File: src/rtl/pico_uart_tx_port_if.sv
// Port-bus signals between the KCPSM3 wrapper and the UART TX peripheral.
// The processor side drives address/data/strobes and receives rd_data.
interface pico_uart_tx_port_if;
    logic [7:0] port_id;
    logic       write_strobe;
    logic       read_strobe;
    logic [7:0] out_port;
    logic [7:0] rd_data;

    modport master (
        output port_id, write_strobe, read_strobe, out_port,
        input  rd_data
    );

    modport slave (
        input  port_id, write_strobe, read_strobe, out_port,
        output rd_data
    );
endinterface

File: src/rtl/pico_uart_tx_port.sv
// PicoBlaze port-bus UART transmitter: 8N1 frames fed from a circular FIFO,
// plus a registered status byte for firmware polling.
module pico_uart_tx_port #(
    parameter int unsigned CLK_DIV     = 868,
    parameter logic [7:0]  DATA_PORT   = 8'h01,
    parameter logic [7:0]  STATUS_PORT = 8'h02,
    parameter int unsigned FIFO_AW     = 4
) (
    input  logic                    clk,
    input  logic                    reset,
    pico_uart_tx_port_if.slave      bus,
    output logic                    tx,
    output logic                    busy,
    output logic                    fifo_full
);

    localparam int unsigned DEPTH = 2 ** FIFO_AW;
    localparam int unsigned CNT_W = (CLK_DIV > 1) ? $clog2(CLK_DIV) : 1;

    typedef enum logic [1:0] {IDLE, START, DATA, STOP} state_t;

    state_t               state, state_d;
    logic [CNT_W-1:0]     cnt, cnt_d;
    logic [2:0]           bit_idx, bit_idx_d;
    logic [7:0]           shift, shift_d;
    logic                 tx_d;

    logic [7:0]           mem [DEPTH];
    logic [FIFO_AW-1:0]   wptr, rptr;
    logic [FIFO_AW:0]     count;
    logic                 overflow;
    logic                 empty, full;
    logic                 wr_data, flush, status_rd;
    logic                 push, pop, ovf_evt, bit_tick;
    logic [7:0]           status;

    assign empty     = (count == '0);
    assign full      = (count == (FIFO_AW + 1)'(DEPTH));
    assign wr_data   = bus.write_strobe && (bus.port_id == DATA_PORT);
    assign flush     = bus.write_strobe && (bus.port_id == STATUS_PORT) && bus.out_port[7];
    assign status_rd = bus.read_strobe && (bus.port_id == STATUS_PORT);
    // Fullness is judged before the edge, so a same-cycle pop never rescues a push.
    assign push      = wr_data && !full;
    assign ovf_evt   = wr_data && full;
    assign bit_tick  = (cnt == CNT_W'(CLK_DIV - 1));
    assign status    = {4'b0000, overflow, (state != IDLE), full, empty};

    assign busy      = !empty || (state != IDLE);
    assign fifo_full = full;

    always_ff @(posedge clk) begin
        if (push) begin
            mem[wptr] <= bus.out_port;
        end
    end

    always_ff @(posedge clk) begin
        if (reset) begin
            wptr        <= '0;
            rptr        <= '0;
            count       <= '0;
            overflow    <= 1'b0;
            bus.rd_data <= '0;
        end else begin
            if (flush) begin
                rptr  <= wptr;
                count <= '0;
            end else begin
                if (push) wptr <= wptr + FIFO_AW'(1);
                if (pop)  rptr <= rptr + FIFO_AW'(1);
                case ({push, pop})
                    2'b10:   count <= count + (FIFO_AW + 1)'(1);
                    2'b01:   count <= count - (FIFO_AW + 1)'(1);
                    default: count <= count;
                endcase
            end
            if (ovf_evt) begin
                overflow <= 1'b1;
            end else if (flush || status_rd) begin
                overflow <= 1'b0;
            end
            bus.rd_data <= (bus.port_id == STATUS_PORT) ? status : '0;
        end
    end

    always_ff @(posedge clk) begin
        if (reset) begin
            state   <= IDLE;
            cnt     <= '0;
            bit_idx <= '0;
            shift   <= '0;
            tx      <= 1'b1;
        end else begin
            state   <= state_d;
            cnt     <= cnt_d;
            bit_idx <= bit_idx_d;
            shift   <= shift_d;
            tx      <= tx_d;
        end
    end

    // A flush in the same cycle suppresses the pop so the flushed bytes never start a frame.
    always_comb begin
        state_d   = state;
        cnt_d     = cnt;
        bit_idx_d = bit_idx;
        shift_d   = shift;
        pop       = 1'b0;
        case (state)
            IDLE: begin
                if (!empty && !flush) begin
                    pop     = 1'b1;
                    shift_d = mem[rptr];
                    cnt_d   = '0;
                    state_d = START;
                end
            end
            START: begin
                if (bit_tick) begin
                    cnt_d     = '0;
                    bit_idx_d = '0;
                    state_d   = DATA;
                end else begin
                    cnt_d = cnt + CNT_W'(1);
                end
            end
            DATA: begin
                if (bit_tick) begin
                    cnt_d     = '0;
                    shift_d   = shift >> 1;
                    bit_idx_d = bit_idx + 3'd1;
                    if (bit_idx == 3'd7) state_d = STOP;
                end else begin
                    cnt_d = cnt + CNT_W'(1);
                end
            end
            STOP: begin
                if (bit_tick) begin
                    cnt_d = '0;
                    if (!empty && !flush) begin
                        pop     = 1'b1;
                        shift_d = mem[rptr];
                        state_d = START;
                    end else begin
                        state_d = IDLE;
                    end
                end else begin
                    cnt_d = cnt + CNT_W'(1);
                end
            end
            default: state_d = IDLE;
        endcase

        // tx is registered from the next-state view so each bit lasts exactly CLK_DIV cycles.
        case (state_d)
            START:   tx_d = 1'b0;
            DATA:    tx_d = shift_d[0];
            default: tx_d = 1'b1;
        endcase
    end

endmodule

File: src/flat_wrapper.sv
// flat-port wrapper written by rule: the top's interface ports become plain ports
module pico_uart_tx_port_flat 
#(
    parameter int unsigned CLK_DIV     = 868,
    parameter logic [7:0]  DATA_PORT   = 8'h01,
    parameter logic [7:0]  STATUS_PORT = 8'h02,
    parameter int unsigned FIFO_AW     = 4
)
  (clk, reset, tx, busy, fifo_full, bus_port_id, bus_write_strobe, bus_read_strobe, bus_out_port, bus_rd_data);
  pico_uart_tx_port_if bus_i ();
  input  logic clk;
  input  logic reset;
  output logic tx;
  output logic busy;
  output logic fifo_full;
  input wire logic [$bits(bus_i.port_id)-1:0] bus_port_id;
  input wire logic [$bits(bus_i.write_strobe)-1:0] bus_write_strobe;
  input wire logic [$bits(bus_i.read_strobe)-1:0] bus_read_strobe;
  input wire logic [$bits(bus_i.out_port)-1:0] bus_out_port;
  output wire logic [$bits(bus_i.rd_data)-1:0] bus_rd_data;
  assign bus_i.port_id = bus_port_id;
  assign bus_i.write_strobe = bus_write_strobe;
  assign bus_i.read_strobe = bus_read_strobe;
  assign bus_i.out_port = bus_out_port;
  assign bus_rd_data = bus_i.rd_data;
  pico_uart_tx_port #(.CLK_DIV(CLK_DIV), .DATA_PORT(DATA_PORT), .STATUS_PORT(STATUS_PORT), .FIFO_AW(FIFO_AW)) u_core (.clk(clk), .reset(reset), .bus(bus_i), .tx(tx), .busy(busy), .fifo_full(fifo_full));
endmodule
File: config.mk
export PLATFORM = sky130hd
export DESIGN_NAME = pico_uart_tx_port_flat
export DESIGN_NICKNAME = d
export VERILOG_FILES = /design/src/rtl/pico_uart_tx_port_if.sv /design/src/rtl/pico_uart_tx_port.sv /design/src/flat_wrapper.sv
export SDC_FILE = /design/constraint.sdc
export NUM_CORES = 1
export LEC_CHECK = 0
export CORE_MARGIN = 2
export CORE_UTILIZATION = 54
export CTS_CLUSTER_SIZE = 28
export DETAILED_ROUTE_END_ITERATION = 10
export GPL_TIMING_DRIVEN = 1
export PLACE_DENSITY_LB_ADDON = 0.12
export SYNTH_ARGS = -nofsm -noshare
export SYNTH_HDL_FRONTEND = slang
export SYNTH_SLANG_ARGS = --single-unit
File: constraint.sdc
create_clock -name clk -period 4.2 [get_ports clk]
set_input_delay 0.42 -clock clk [delete_from_list [all_inputs] [get_ports clk]]
set_output_delay 0.42 -clock clk [all_outputs]
set_load 0.1 [all_outputs]
==> impl_metrics.ini <==
[status]
status = complete, no violations

[timing]
max_freq_ghz = 0.273
tightestPinTransition_ns = 1.11
rsz0062_at_grt = no
setup_viol = 0
fin_tns_setup_ns = 0
finalHoldViolations = 0
slew_headroom = 0.259
finalClockSkew_ns = 0.00748
min_period_ns = 3.66
setup_ws_ns = 0.539
finalCritPeriodShare = 0.872
maxSlewViolCount = 0

[placed_design]
portBuffers = 26
dp_hpwl_um = 9140
place.gp.congestion = 0.872
place_ws_ns = 0.434

[route]
wire_per_inst_um = 21.1
vias = 3979
first_pass_iters = 4
routed_wl_um = 14400
final_antenna_net_count = 0
avgViaCountPerCell = 5.81
drtIter0Drc = 379
drc_errors = 0

[synth]
synth_fa_ha_area_frac = 0.0287
ys_seq_area_frac = 0.643
avgSynthCellArea_sq_um = 16.0
syn_inst = 463
syn_area_sq_um = 7410
synth.distinct_cells = 60
synth_compound_area_frac = 0.0485
synth_warnings = 0
ys_ff_latch = 174
synth-async-reset-ratio = 0
synth-simple-area-share = 0.0949
synth-edff-count = 128
muxShareOfSynthArea = 0.138
synth_top_family_by_area = multiplexers
ys.flop_type = edfxtp_1
synth_xor_xnor_area_share = 0.0213

[critical_path]
rrSetupSlack_ns = 0.54
worst-endpoint-required_ns = 4.56
startpoint = u_core.cnt[0]
worstSetupPathType = register to register
critPathSlowestCell = nor4_4
crit_fanout = 9
max_stage_delay_ns = 0.57
crit_path_start_kind = register
r2r-start = u_core.cnt[0]
critPathCaptureType = register
cp.arrival_ns = 4.02
reg2reg_depth = 13
cp_cell_sequence = ha_1, and4b_1, a41oi_1, nor4_4, ha_1, xor2_1, ha_1, o21a_1, o22a_1, a21oi_1, xor2_1, or3_1, a21oi_1
rr_endpoint = u_core.count[4]
path_common_cell = ha_1

[clock_network]
cts.sink_count = 174
cts.clk_slew.worst_paths_ns = 0.06
cts_made_buffers = 17
h-tree-depth = 4
clk_latency_ns = 0.43
cts_tree = built
hold_buffers = 0
cts_root_buf = clkbuf_16
cts_resized = 0
cts.path.max_buffers = 2
post-cts-setup-buffer-count = 0

[finish]
drive_above_1_share = 0.138
area_growth_pct = 13.2
final_cell_mix = edfxtp_1 (128), dfxtp_1 (45), nor2_1 (40)
diodes = 0
fill_cells = 997
layout_commonest_cell = edfxtp_1
nets = 534

[hold_path]
worstHoldPathType = register to register
hold_start = u_core.overflow
hold_path_end = u_core.bus.rd_data[3]
hold_depth = 2

[global_route]
grt_pass1_vias = 3910
antenna_found_initial = 0
grt_util_all_layers = 0.213
overflow = 0
grt_max_degree = 24
grt_pass1_wl_um = 22300

[power]
pwr_density_cell_nw_per_um2 = 536
p_leak_nw = 2.86
ir_drop_mv = 0.337

[die]
die_w_um = 121
ios = 31
rows = 42
die_h_um = 121
start_util = 0.557
core-area_sq_um = 13300
die-area_sq_um = 14700

[run]
max_cap_violations = 0
[flip-flops by register name, indices dropped and copies added (netlist names), 2 cells and up, named ones only]
register / cells
u_core.bus.rd_data: 4
u_core.state: 2
u_core.mem: 128
u_core.cnt: 10
u_core.shift: 8
u_core.bit_idx: 3
u_core.count: 5
u_core.wptr: 4
u_core.rptr: 4
[worst max path at each step]
stage,to,depth (start not counted)
6_report,u_core.count[4],13
5_1_grt,u_core.count[4],13
4_1_cts,u_core.count[4],13
3_5_place_dp,u_core.count[4],13
3_3_place_gp,u_core.count[4],13
2_1_floorplan,u_core.count[4],14
[layout make-up]
| cell class | instances | area (sq um) | area share |
|---|---|---|---|
| Clock buffer | 18 | 429 | 0.0512 |
| Multi-Input combinational cell | 258 | 2480 | 0.296 |
| Sequential cell | 174 | 4770 | 0.569 |
| Tap cell | 176 | 220 | 0.0263 |
| Clock inverter | 13 | 115 | 0.0137 |
| Timing Repair Buffer | 36 | 335 | 0.0400 |
| Inverter | 10 | 37.5 | 0.00448 |
[worst max-delay path, delay by kind of cell, from the launching register on]
family	cells	cell delay, ns
adders and majority gates	3	0.92
xor gates and xnor gates	2	0.22
AOI/OAI and AO/OA	5	0.91
and+or+nand+nor	3	1.14
DFF	1	0.40
[metrics by stage]
stage | instance area (sq um) | instances | utilization | power (mW) | hold WS (ns)
after global routing | 8380 | 685 | 0.631 | 4.69 | 0.454
after floorplan | 7420 | 466 | - | 2.85 | 0.409
after global placement | 7840 | 654 | 0.590 | 3.06 | 0.424
after CTS | 8380 | 685 | 0.631 | 4.53 | 0.441
after detailed placement | 7840 | 654 | 0.590 | 3.07 | 0.433
final | 8380 | 685 | 0.631 | 4.50 | 0.437
[power by group]
part | internal (mW) | total (mW) | switching [mW]
clock network | 0.815 | 1.45 | 0.638
registers | 1.91 | 2.02 | 0.105
logic | 0.436 | 1.03 | 0.590
[synthesized netlist by cell type, types with 2 or more instances]
master | count | share of area
a211oi_1 | 3 | 0.0030
a21oi_1 | 13 | 0.0088
a221o_1 | 6 | 0.0081
a32oi_1 | 4 | 0.0047
and2_1 | 11 | 0.0093
and3_1 | 12 | 0.010
and4_1 | 2 | 0.0024
buf_4 | 4 | 0.0041
buf_6 | 2 | 0.0030
clkbuf_1 | 14 | 0.0071
dfxtp_1 | 46 | 0.12
edfxtp_1 | 128 | 0.52
ha_1 | 17 | 0.029
inv_1 | 10 | 0.0051
mux2i_1 | 7 | 0.0095
mux4_1 | 19 | 0.067
mux4_2 | 20 | 0.061
nand2_1 | 13 | 0.0066
nand2b_1 | 4 | 0.0034
nand3_1 | 11 | 0.0074
nand4_1 | 4 | 0.0034
nor2_1 | 40 | 0.020
nor2b_1 | 2 | 0.0017
nor3_1 | 7 | 0.0047
nor3b_1 | 3 | 0.0030
nor4_1 | 4 | 0.0034
nor4_4 | 2 | 0.0057
nor4b_1 | 2 | 0.0024
o21ai_0 | 4 | 0.0027
or3_1 | 2 | 0.0017
or4_1 | 2 | 0.0020
xnor2_1 | 7 | 0.0083
xor2_1 | 11 | 0.013
[layer usage]
layer | vias up | routed length (um) | track usage
met2 | 92 | 7450 | 0.354
met3 | 15 | 637 | 0.0475
li1 | 1891 | - | -
met4 | 0 | 246 | 0.0797
met1 | 1981 | 6090 | 0.275
met5 | - | 0 | 0
[cells by family after synthesis]
logic type / Yosys count
DFF: 174
and+or+nand+nor: 126
AOI/OAI and AO/OA: 47
muxes: 46
buffers and inverters: 34
xor gates and xnor gates: 18
adders and majority gates: 17
other: 1
Note: power is estimated with default switching activity, not from simulation.
